[config.mk]
export PLATFORM = sky130hd
export DESIGN_NAME = sdio_txframe
export DESIGN_NICKNAME = d
export VERILOG_FILES = /design/src/rtl/sdio_txframe.sv
export SDC_FILE = /design/constraint.sdc
export NUM_CORES = 1
export LEC_CHECK = 0
export CELL_PAD_IN_SITES_DETAIL_PLACEMENT = 0
export CELL_PAD_IN_SITES_GLOBAL_PLACEMENT = 2
export CORE_UTILIZATION = 30
export DETAILED_ROUTE_END_ITERATION = 7
export PLACE_DENSITY_LB_ADDON = 0.1
export SYNTH_ARGS = -nofsm -noshare
export SYNTH_HDL_FRONTEND = slang
export SYNTH_SLANG_ARGS = --single-unit
[constraint.sdc]
create_clock -name i_clk -period 7.8 [get_ports i_clk]
set_input_delay 1.56 -clock i_clk [delete_from_list [all_inputs] [get_ports i_clk]]
set_output_delay 1.56 -clock i_clk [all_outputs]
set_load 0.02 [all_outputs]
[src/rtl/sdio_txframe.sv]
// sdio_txframe: card-side SDIO DAT transmit framer, 1- or 4-bit SDR, per-lane start bit, CRC16 and stop bit
module sdio_txframe #(
    parameter int NCLK_PRE    = 2,
    parameter bit OPT_ERRSTOP = 1'b1
) (
    input  logic        i_clk,
    input  logic        i_reset,
    input  logic        i_ckstb,
    input  logic        i_en,
    input  logic        i_width,
    input  logic        s_valid,
    output logic        s_ready,
    input  logic [31:0] s_data,
    input  logic        s_last,
    output logic [3:0]  o_dat,
    output logic [3:0]  o_dat_oe,
    output logic        o_busy,
    output logic        o_done,
    output logic        o_err
);
    typedef enum logic [2:0] {IDLE, PRE, DATA, CRC, STOP} state_t;
    state_t state;
    logic wide, need_word, last_q;
    logic [7:0] prectr;
    logic [5:0] ctr, ctr_nx;
    logic [31:0] sreg, word, src;
    logic [3:0] nib, crc_msb;
    logic [3:0][15:0] crc, crc_nx, crc_sh;

    function automatic logic [15:0] crc_step(input logic [15:0] c, input logic b);
        return {c[14:0], 1'b0} ^ ((c[15] ^ b) ? 16'h1021 : 16'h0000);
    endfunction

    // at a word boundary the next word comes straight from the stream (or is repeated on underrun)
    assign src = need_word ? (s_valid ? s_data : word) : sreg;
    assign nib = wide ? src[31:28] : {3'b111, src[31]};
    assign ctr_nx = need_word ? 6'd1 : ctr + 6'd1;
    assign crc_msb = wide ? {crc[3][15], crc[2][15], crc[1][15], crc[0][15]} : {3'b111, crc[0][15]};
    assign s_ready = i_ckstb && i_en && need_word && ((state == PRE && prectr == 8'd0) || (state == DATA && !last_q));

    always_comb begin
        crc_nx = crc;
        crc_sh = crc;
        for (int l = 0; l < 4; l++) begin
            crc_sh[l] = {crc[l][14:0], 1'b0};
            if (wide || l == 0) crc_nx[l] = crc_step(crc[l], wide ? src[28 + l] : src[31]);
        end
    end

    always_ff @(posedge i_clk or posedge i_reset) begin
        if (i_reset) begin
            state     <= IDLE;
            wide      <= 1'b0;
            need_word <= 1'b0;
            last_q    <= 1'b0;
            prectr    <= 8'd0;
            ctr       <= 6'd0;
            sreg      <= 32'd0;
            word      <= 32'd0;
            crc       <= '0;
            o_dat     <= 4'hf;
            o_dat_oe  <= 4'h0;
            o_busy    <= 1'b0;
            o_done    <= 1'b0;
            o_err     <= 1'b0;
        end else begin
            o_done <= 1'b0;
            o_err  <= 1'b0;
            if (!i_en) begin
                state     <= IDLE;
                need_word <= 1'b0;
                last_q    <= 1'b0;
                prectr    <= 8'd0;
                ctr       <= 6'd0;
                crc       <= '0;
                o_dat     <= 4'hf;
                o_dat_oe  <= 4'h0;
                o_busy    <= 1'b0;
            end else if (i_ckstb) begin
                case (state)
                    IDLE: if (s_valid && !o_done) begin
                        state     <= PRE;
                        wide      <= i_width;
                        prectr    <= 8'(NCLK_PRE);
                        need_word <= 1'b1;
                        o_dat     <= 4'hf;
                        o_dat_oe  <= i_width ? 4'hf : 4'h1;
                        o_busy    <= 1'b1;
                    end
                    PRE: if (prectr != 8'd0) begin
                        prectr <= prectr - 8'd1;
                    end else if (s_valid) begin
                        state     <= DATA;
                        sreg      <= s_data;
                        word      <= s_data;
                        last_q    <= s_last;
                        need_word <= 1'b0;
                        ctr       <= 6'd0;
                        o_dat     <= wide ? 4'h0 : 4'he;
                    end
                    DATA: if (need_word && last_q) begin
                        state     <= CRC;
                        o_dat     <= crc_msb;
                        crc       <= crc_sh;
                        ctr       <= 6'd1;
                        need_word <= 1'b0;
                    end else if (need_word && !s_valid && OPT_ERRSTOP) begin
                        state     <= IDLE;
                        need_word <= 1'b0;
                        last_q    <= 1'b0;
                        ctr       <= 6'd0;
                        crc       <= '0;
                        o_dat     <= 4'hf;
                        o_dat_oe  <= 4'h0;
                        o_busy    <= 1'b0;
                        o_err     <= 1'b1;
                    end else begin
                        o_dat     <= nib;
                        crc       <= crc_nx;
                        sreg      <= wide ? {src[27:0], 4'h0} : {src[30:0], 1'b0};
                        ctr       <= ctr_nx;
                        need_word <= ctr_nx == (wide ? 6'd8 : 6'd32);
                        if (need_word) begin
                            word   <= src;
                            last_q <= s_valid && s_last;
                        end
                    end
                    CRC: if (ctr == 6'd16) begin
                        state <= STOP;
                        o_dat <= 4'hf;
                    end else begin
                        o_dat <= crc_msb;
                        crc   <= crc_sh;
                        ctr   <= ctr + 6'd1;
                    end
                    STOP: begin
                        state    <= IDLE;
                        last_q   <= 1'b0;
                        ctr      <= 6'd0;
                        crc      <= '0;
                        o_dat_oe <= 4'h0;
                        o_busy   <= 1'b0;
                        o_done   <= 1'b1;
                    end
                    default: state <= IDLE;
                endcase
            end
        end
    end
endmodule
==> metrics.cfg <==
[global_routing]
grtUsageTotal_pct=16.1
grt_overflow_total=0
antenna_found_initial=0
grt_pass1_vias=6402
grt_max_degree=86
grt_pass1_wl_mm=36.1

[placement]
dpl.hpwl_mm=14.3
io_buffers=50
dp_cells=1202
place_congestion=0.735

[power_and_ir_drop]
leakagePower_nw=4.40
vdd_drop_max_mv=0.145
power_density_nw_per_um2=348

[timing]
maxSlewHeadroom_pct=36.1
tightestPinTransition_ns=0.959
clock.fmax_mhz=200
fin_crit_sh_pct=64.0
setup_viol=0
hold_viol_final=0
setup_tns_ns=0
layout_min_cycle_time_ns=5.00
clock_skew_ns=0.0169
rsz0062_at_grt=no
final-max-slew-violation-count=0

[die]
fp.dieArea_um2=29300
fp-row-count=61
core_um2=27900
die_y_um=171
die_w_um=171
io_pins=51
start_util_pct=30.7

[synth]
postSynthRegisterBits=156
syn-num-nets=864
synth_cell_types=62
synth_area_per_cell_um2=10.5
synth_flop_cell=dfrtp_1
synth_edf_count=0
ys.warnings.count=0
async_reset_ff_share_pct=100
ys_seq_area_share_pct=45.6
syn_area_um2=8580
synthCells=821

[clock_tree]
htree_levels=4
cts_sinks=156
cts_resized=0
clk_latency_ns=0.44
cts_tree=done
clk_path_buf_depth=2
cts_root_buf=clkbuf_16
postCtsSetupBuffers=0
cts_hold_buf=0
cts_buffers=17
path_clk_slew_ns=0.07

[drt]
wirelength_mm=22.2
first_iter_violations=336
dr.pass1.iters=4
drc=0
drtAntennaViolNets=0
avgRoutedWirePerCell_um=18.0
viasPerCell=5.07
vias=6261

[finish]
drive_gt1_share_pct=17.8
syn2layout_area_growth_pct=16.8
nFillCells=2831
n_antenna_cell=0
stdcell_count=1234
finish.utilization_pct=35.9
fin_nets=886

[setup_path]
cp_max_fo=33
crit_required_ns=6.24
cp-end-kind=output pin
cp_data_arrival_time_ns=3.44
path_class=in2out
crit_path_start_kind=input pin

[min_path]
hold_class=reg2reg

[outcome]
status=finished, final reports clean

[job]
maxCapViolCount=0

==> kinds of logic after synthesis <==
group / share of synthesized area (%)
simple gates: 11.7
mux: 23.1
compound gates: 12.9
flops: 45.6
buf+inv: 4.52
xor+xnor: 1.63
fa+ha+maj: 0.583
==> layer usage <==
metal  wire [um]  GRT usage [%]  vias to the layer above
met3         760           3.33                       27
met5           0              0                        -
li1            -              -                     2995
met4         362           4.97                        0
met1       11300           22.7                     3130
met2        9850           24.6                      109
==> area by class of cell <==
type                    instances  area (um^2)  area share [%]
clock buffers                  18          439            4.38
inverters                      35          136            1.36
multi-input cells             571         4310            42.9
repair buffers                 62          586            5.84
flip-flops and latches        156         3910            39.0
well taps                     378          473            4.72
clock inverters                14          176            1.76
==> per-stage QoR <==
stage | power, W | hold WS, ns | worst slack, ns | area, um^2
after global routing | 0.00375 | 0.515 | 2.70 | 10000
final | 0.00349 | 0.479 | 2.80 | 10000
after CTS | 0.00355 | 0.481 | 2.79 | 10000
after global placement | 0.00263 | 0.461 | 2.81 | 9410
after floorplan | 0.00225 | 0.448 | 2.04 | 8580
after detailed placement | 0.00264 | 0.465 | 2.80 | 9410
==> synthesized netlist by cell type, drive strengths merged, types with 6 or more instances <==
| cell | n | share of area (%) |
|---|---|---|
| a22o | 15 | 1.5 |
| clkbuf | 37 | 1.6 |
| o21ai | 54 | 3.1 |
| mux2 | 79 | 11 |
| nor2 | 51 | 2.2 |
| nand2 | 80 | 3.5 |
| dfrtp | 152 | 44 |
| o211ai | 9 | 0.85 |
| nand3 | 19 | 1.1 |
| nor3 | 10 | 0.58 |
| buf | 22 | 1.4 |
| a2bb2oi | 6 | 0.61 |
| xnor2 | 12 | 1.2 |
| mux2i | 99 | 12 |
| nand2b | 9 | 0.66 |
| o31ai | 9 | 0.79 |
| a21oi | 15 | 0.87 |
| o221ai | 6 | 0.61 |
| inv | 35 | 1.5 |
==> state kept, by name, indices dropped and copies added, names as in the netlist <==
register / flops
last_q: 1
word: 32
o_err: 1
state: 3
sreg: 32
wide: 1
crc: 64
o_done: 1
o_dat: 4
need_word: 1
ctr: 6
o_dat_oe: 2
prectr: 8
==> worst max-delay path, stage by stage <==
cell,delay (ns)
clkdlybuf4s50_1,0.46
buf_4,0.32
nand2_1,0.23
nor3_1,0.24
clkdlybuf4s50_1,0.64
==> path summary, 6_finish.rpt <==
check                         start       end  slack (ns)  cells after the start
max                            i_en   s_ready        2.80                      5
min                         sreg[5]   sreg[5]        0.48                      2
max reg2reg                state[0]   word[8]        4.65                      6
min reg2reg                 sreg[5]   sreg[5]        0.48                      2
max in group asynchronous   i_reset  state[0]        4.69                      3
min in group asynchronous   i_reset    crc[5]        1.67                      2
==> placed cells by master (no fill, tap or decap), types with 4 or more instances in the layout <==
| cell type | n |
|---|---|
| a211oi_1 | 5 |
| a21oi_1 | 15 |
| a22o_1 | 15 |
| a2bb2oi_1 | 6 |
| a31oi_1 | 5 |
| and3_1 | 4 |
| buf_4 | 12 |
| clkbuf_16 | 17 |
| clkdlybuf4s50_1 | 49 |
| dfrtp_1 | 151 |
| dfstp_2 | 4 |
| ha_1 | 4 |
| inv_1 | 34 |
| inv_6 | 5 |
| mux2_2 | 69 |
| mux2_4 | 10 |
| mux2i_1 | 99 |
| nand2_1 | 79 |
| nand2b_1 | 9 |
| nand3_1 | 19 |
| nand3b_1 | 4 |
| nor2_1 | 50 |
| nor2b_1 | 5 |
| nor3_1 | 10 |
| o2111ai_1 | 4 |
| o211ai_1 | 8 |
| o21ai_0 | 53 |
| o221ai_1 | 6 |
| o22a_1 | 4 |
| o31ai_1 | 9 |
| or3b_2 | 4 |
| xnor2_1 | 12 |
| xor2_1 | 4 |
==> report_power, final <==
part           switching [W]  internal (W)  total [W]  leakage, nW
logic               0.000768      0.000604    0.00137         2.02
registers           0.000187       0.00105    0.00124         2.07
clock network       0.000384      0.000495   0.000879        0.304
(Power assumes the default switching activity.)
